File: src/rtl/lc3_mem_arbiter.sv
// lc3_mem_arbiter: shares the single-port LC-3 main memory between the CPU
// datapath and a debug/loader port. It arbitrates between them, sequences each
// access (issue, read-wait, return) and drives the RAM pins.
//
// Build option: define ARB_ROUND_ROBIN_EN to select strict alternation under
// contention. When it is undefined, the CPU has fixed priority and a
// starvation guard lets debug through after STARVE_LIMIT CPU grants.
//
// Ports:
//   clk, rst                  clock; synchronous active-high reset
//   cpu_*_i / dbg_*_i         request, we, addr, wdata (held until gnt)
//   cpu_gnt_o / dbg_gnt_o     one-cycle pulse when the access hits memory
//   cpu_rvalid_o / dbg_rvalid_o  one-cycle pulse with read data
//   cpu_rdata_o / dbg_rdata_o last read data of that requester
//   mem_en_o, mem_we_o, mem_addr_o, mem_wdata_o, mem_rdata_i   RAM pins
//   busy_o                    high whenever an access is in flight
module lc3_mem_arbiter #(
    parameter int ADDR_W       = 10,
    parameter int DATA_W       = 16,
    parameter int RD_LAT       = 1,
    parameter int STARVE_LIMIT = 4
) (
    input  logic              clk,
    input  logic              rst,
    input  logic              cpu_req_i,
    input  logic              cpu_we_i,
    input  logic [ADDR_W-1:0] cpu_addr_i,
    input  logic [DATA_W-1:0] cpu_wdata_i,
    output logic              cpu_gnt_o,
    output logic              cpu_rvalid_o,
    output logic [DATA_W-1:0] cpu_rdata_o,
    input  logic              dbg_req_i,
    input  logic              dbg_we_i,
    input  logic [ADDR_W-1:0] dbg_addr_i,
    input  logic [DATA_W-1:0] dbg_wdata_i,
    output logic              dbg_gnt_o,
    output logic              dbg_rvalid_o,
    output logic [DATA_W-1:0] dbg_rdata_o,
    output logic              mem_en_o,
    output logic              mem_we_o,
    output logic [ADDR_W-1:0] mem_addr_o,
    output logic [DATA_W-1:0] mem_wdata_o,
    input  logic [DATA_W-1:0] mem_rdata_i,
    output logic              busy_o
);

    typedef enum logic [1:0] {
        S_IDLE,
        S_ISSUE,
        S_WAIT,
        S_DONE
    } state_t;

    localparam logic OWN_CPU = 1'b0;
    localparam logic OWN_DBG = 1'b1;
    localparam int   CNT_W   = $clog2(RD_LAT + 1);

    state_t            state_q, state_d;
    logic              owner_q, owner_d;
    logic              we_q, we_d;
    logic [ADDR_W-1:0] addr_q, addr_d;
    logic [DATA_W-1:0] wdata_q, wdata_d;
    logic [CNT_W-1:0]  wait_q, wait_d;
    logic [DATA_W-1:0] cpu_rdata_q, cpu_rdata_d;
    logic [DATA_W-1:0] dbg_rdata_q, dbg_rdata_d;
    logic              dbg_wins;
    logic              any_req;

`ifdef ARB_ROUND_ROBIN_EN
    logic last_q, last_d;
`else
    localparam int STV_W = $clog2(STARVE_LIMIT + 1);
    localparam logic [STV_W-1:0] STV_MAX = STV_W'(STARVE_LIMIT);
    logic [STV_W-1:0] starve_q, starve_d;
`endif

    assign any_req = cpu_req_i | dbg_req_i;

    // Winner selection; only meaningful while in IDLE with a request.
    always_comb begin
        dbg_wins = 1'b0;
        if (dbg_req_i && !cpu_req_i) begin
            dbg_wins = 1'b1;
        end else if (dbg_req_i && cpu_req_i) begin
`ifdef ARB_ROUND_ROBIN_EN
            dbg_wins = (last_q == OWN_CPU);
`else
            dbg_wins = (starve_q == STV_MAX);
`endif
        end
    end

    // State register
    always_ff @(posedge clk) begin
        if (rst) begin
            state_q     <= S_IDLE;
            owner_q     <= OWN_CPU;
            we_q        <= 1'b0;
            addr_q      <= '0;
            wdata_q     <= '0;
            wait_q      <= '0;
            cpu_rdata_q <= '0;
            dbg_rdata_q <= '0;
        end else begin
            state_q     <= state_d;
            owner_q     <= owner_d;
            we_q        <= we_d;
            addr_q      <= addr_d;
            wdata_q     <= wdata_d;
            wait_q      <= wait_d;
            cpu_rdata_q <= cpu_rdata_d;
            dbg_rdata_q <= dbg_rdata_d;
        end
    end

    // Next-state and datapath
    always_comb begin
        state_d     = state_q;
        owner_d     = owner_q;
        we_d        = we_q;
        addr_d      = addr_q;
        wdata_d     = wdata_q;
        wait_d      = wait_q;
        cpu_rdata_d = cpu_rdata_q;
        dbg_rdata_d = dbg_rdata_q;
        unique case (state_q)
            S_IDLE: begin
                if (any_req) begin
                    owner_d = dbg_wins;
                    we_d    = dbg_wins ? dbg_we_i    : cpu_we_i;
                    addr_d  = dbg_wins ? dbg_addr_i  : cpu_addr_i;
                    wdata_d = dbg_wins ? dbg_wdata_i : cpu_wdata_i;
                    state_d = S_ISSUE;
                end
            end
            S_ISSUE: begin
                if (we_q) begin
                    state_d = S_IDLE;
                end else begin
                    wait_d  = CNT_W'(RD_LAT);
                    state_d = S_WAIT;
                end
            end
            S_WAIT: begin
                // Last count step lines up with ISSUE + RD_LAT.
                if (wait_q == CNT_W'(1)) begin
                    if (owner_q == OWN_DBG) begin
                        dbg_rdata_d = mem_rdata_i;
                    end else begin
                        cpu_rdata_d = mem_rdata_i;
                    end
                    state_d = S_DONE;
                end else begin
                    wait_d = wait_q - CNT_W'(1);
                end
            end
            S_DONE: begin
                state_d = S_IDLE;
            end
            default: begin
                state_d = S_IDLE;
            end
        endcase
    end

`ifdef ARB_ROUND_ROBIN_EN
    always_ff @(posedge clk) begin
        if (rst) begin
            last_q <= OWN_DBG;
        end else begin
            last_q <= last_d;
        end
    end

    always_comb begin
        last_d = last_q;
        if (state_q == S_IDLE && any_req) begin
            last_d = dbg_wins;
        end
    end
`else
    always_ff @(posedge clk) begin
        if (rst) begin
            starve_q <= '0;
        end else begin
            starve_q <= starve_d;
        end
    end

    // Counts CPU grants taken while debug waits; saturates at the limit.
    always_comb begin
        starve_d = starve_q;
        if (!dbg_req_i) begin
            starve_d = '0;
        end else if (state_q == S_ISSUE) begin
            if (owner_q == OWN_DBG) begin
                starve_d = '0;
            end else if (starve_q != STV_MAX) begin
                starve_d = starve_q + STV_W'(1);
            end
        end
    end
`endif

    // Outputs
    always_comb begin
        mem_en_o     = (state_q == S_ISSUE);
        mem_we_o     = (state_q == S_ISSUE) && we_q;
        cpu_gnt_o    = (state_q == S_ISSUE) && (owner_q == OWN_CPU);
        dbg_gnt_o    = (state_q == S_ISSUE) && (owner_q == OWN_DBG);
        cpu_rvalid_o = (state_q == S_DONE) && (owner_q == OWN_CPU);
        dbg_rvalid_o = (state_q == S_DONE) && (owner_q == OWN_DBG);
        busy_o       = (state_q != S_IDLE);
    end

    assign mem_addr_o  = addr_q;
    assign mem_wdata_o = wdata_q;
    assign cpu_rdata_o = cpu_rdata_q;
    assign dbg_rdata_o = dbg_rdata_q;

endmodule

File: config.mk
export PLATFORM = sky130hd
export DESIGN_NAME = lc3_mem_arbiter
export DESIGN_NICKNAME = d
export VERILOG_FILES = /design/src/rtl/lc3_mem_arbiter.sv
export SDC_FILE = /design/constraint.sdc
export NUM_CORES = 1
export LEC_CHECK = 0
export BUFFER_PORTS_ARGS = -buffer_cell sky130_fd_sc_hd__clkbuf_2
export CAP_MARGIN = 20
export CELL_PAD_IN_SITES_DETAIL_PLACEMENT = 0
export CELL_PAD_IN_SITES_GLOBAL_PLACEMENT = 1
export CORE_MARGIN = 2
export CORE_UTILIZATION = 32
export DETAILED_ROUTE_END_ITERATION = 8
export HOLD_SLACK_MARGIN = 0.12
export PLACE_DENSITY_LB_ADDON = 0.3
export SYNTH_ARGS = -nofsm -noshare
export SYNTH_HDL_FRONTEND = slang
export SYNTH_SLANG_ARGS = --single-unit
File: constraint.sdc
create_clock -name clk -period 1.85 [get_ports clk]
set_input_delay 0 -clock clk [delete_from_list [all_inputs] [get_ports clk]]
set_output_delay 0 -clock clk [all_outputs]
set_load 0.01 [all_outputs]
==> metrics <==
DRC violations left=0; cts repair resizes=0; Post-Synth XOR/XNOR Area=0%; hold_buf cts=71; setup TNS=0 ns; final instance area=4580 µm²; post-synthesis cell type count=32; Yosys top cell by area=dfxtp_1; worst setup path class=register to register; die area=9920 µm²; GR Util All Layers=18.9%; Syn Std Cell Area=2930 µm²; vias per cell=5.00; Synth top area share=45.2%; number of synthesized register bits=66; post-route ant nets=0; Post-synth ARST share=0%; Worst Skew=0.00723 ns; Setup Viol. Count Final=0; Detailed Place HPWL=6030 µm; Slew headroom=55.3%; ANT cells=0; DIE WIDTH=99.6 µm; sequential-to-total area share from yosys stat=45.2%; Tcrit/Tclk final=87.6%; Post-synth EDFFs=0; proportion of layout cells with a drive suffix above 1=31.2%; most common library cells after synthesis=nand2_1, dfxtp_1, a21oi_1; vias in the first global route=3156; Starting Density=33.2%; initial antenna violation count=0; DR iter-0 viols=144; Post-synth top flop=dfxtp_1; synth warn=0; per-cell routed wire length=14.3 µm; crit path max fanout=27; GPL Wtd Cong=0.786; top-count cell post-synth=nand2_1; Slew @ Worst Pin=0.670 ns; Cells after Synth=353; routed wire length=9530 µm; drt pass-1 iters=4; worst-case clock buffer depth=2; Leak=1.95 nW; Synth Area in Compound Gates=26.0%; largest family of logic cells by synthesized area=compound AO/OA/AOI/OAI gates; Hold Fails Final Rpt=0; CP max stage delay=0.38 ns; Final WS setup=0.229 ns; Clock Latency Late Sink=0.33 ns; adder-cell share of the synthesized area=0.855%; row count=34; Post-Synth Simple-Gate Area=19.0%; CTS H-tree depth=3; largest net degree at the start of global routing=30; aggregate global routing overflow=0; TritonCTS clock tree=yes; CTS buffer count=9; Clock transition at path regs=0.08 ns; Post-Syn Area per Cell=8.29 µm²; VDD IR max=0.000319 V; Final nets=629; first-pass GRT wire length=15200 µm; CP Capture Type=register; post-CTS setup buffer count=0; max frequency=617 MHz; maxcap violations=0; pins over their slew limit=0; power per cell area=824 nW/µm²; Mapped Nets=429; Layout area overhead=56.5%; Boundary Pins=139; RSZ-0062 raised after global routing=false; CP arrival=1.84 ns; fraction of synthesized area in multiplexers=0%; status=finished clean; port bufs=138; slowest CP cell=dfxtp_1; Area after DPL=3640 µm²; clock root cell=clkbuf_8; Hold WC Path Type=input pin to register; Place WS=0.314 ns; largest cells by area after synthesis=dfxtp_1, a21oi_1, nand2_1; Core Footprint=8810 µm²; Fin Hold WS=0.144 ns; die height=99.6 µm; TritonCTS Sinks=66; critical path required time=2.07 ns; Final min period=1.62 ns; Vias=3327; cells along the critical path=inv_1, ha_1, a21boi_4, buf_12, o21ai_0, a311oi_1; CP Launch Type=register
-- area by class of cell --
class	count	area, µm²
Clock buffer	9	124
Multi-Input combinational cell	246	1340
Clock inverter	7	101
Timing Repair Buffer	223	1530
Sequential cell	66	1320
Inverter	7	26.3
Tap cell	108	135
Fill cell	811	4230
-- cells in the final DEF, fill, tap and decap left out, types with 2 or more instances in the layout --
cell	Yosys	final
a21oi_1	62	62
a311oi_1	27	27
a31oi_1	3	3
and2_1	2	2
buf_12	2	2
buf_4	8	12
bufinv_16	0	2
clkbuf_2	0	138
clkbuf_8	2	9
clkinvlp_4	0	2
dfxtp_1	66	66
dlygate4sd3_1	0	71
ha_1	2	2
inv_1	5	5
inv_2	2	2
inv_6	0	2
nand2_1	68	68
nand2b_1	4	4
nand3_1	29	29
nand4b_1	2	2
nor2_1	5	5
nor2_4	2	2
o21ai_0	28	28
or3_1	2	2
-- power breakdown --
| part | switching [W] | leakage, nW | internal [W] |
|---|---|---|---|
| logic | 0.000419 | 1.30 | 0.000378 |
| clock network | 0.000591 | 0.106 | 0.000770 |
| registers | 0.0000818 | 0.539 | 0.00153 |
-- critical path, delay by kind of cell, from the launching register on --
kind            cells  cell delay [ns]
buf+inv             2             0.25
compound gates      3             0.62
fa+ha+maj           1             0.27
flops               1             0.38
-- layer usage --
metal  wire length [µm]  track usage [%]  vias up
met2               4700             30.1      124
li1                   -                -     1663
met3                448             5.27       22
met1               4160             24.3     1518
met4                223             7.59        0
met5                  0                0        -
-- path summary, 6_finish.rpt --
check | from | endpoint | slack, ns | cells after the start
worst max-delay path | starve_q[0]$_SDFFE_PP0P_ | mem_addr_o[5]$_SDFFE_PP0P_ | 0.23 | 6
worst min-delay path | cpu_req_i | owner_q$_SDFFE_PP0P_ | 0.14 | 4
worst min register to register | cpu_rdata_o[8]$_SDFFE_PP0P_ | cpu_rdata_o[8]$_SDFFE_PP0P_ | 0.45 | 2
worst max register to register | starve_q[0]$_SDFFE_PP0P_ | mem_addr_o[5]$_SDFFE_PP0P_ | 0.23 | 6
-- registers in the layout, summed over array words and instances, names as in the netlist, named ones only --
name,flops
cpu_rdata_o,16
starve_q,3
state_q,1
we_q,1
dbg_rdata_o,16
mem_addr_o,10
wait_q,1
owner_q,1
mem_wdata_o,16
-- kinds of logic (layout without fill, tap and decap cells) --
family	count (synthesis)	after routing
AOI/OAI and AO/OA	125	125
adders and majority gates	2	2
buffers and inverters	41	246
DFF	66	66
and+or+nand+nor	119	119
-- metrics by stage --
stage               utilization (%)  total power, W  instances
global route                   52.0         0.00399        666
finish                         52.0         0.00377        666
floorplan                         -         0.00205        353
detailed placement             41.4         0.00232        579
global placement               41.4         0.00231        579
CTS                            52.0         0.00382        666
No activity file was read; power rests on OpenSTA's default activity.
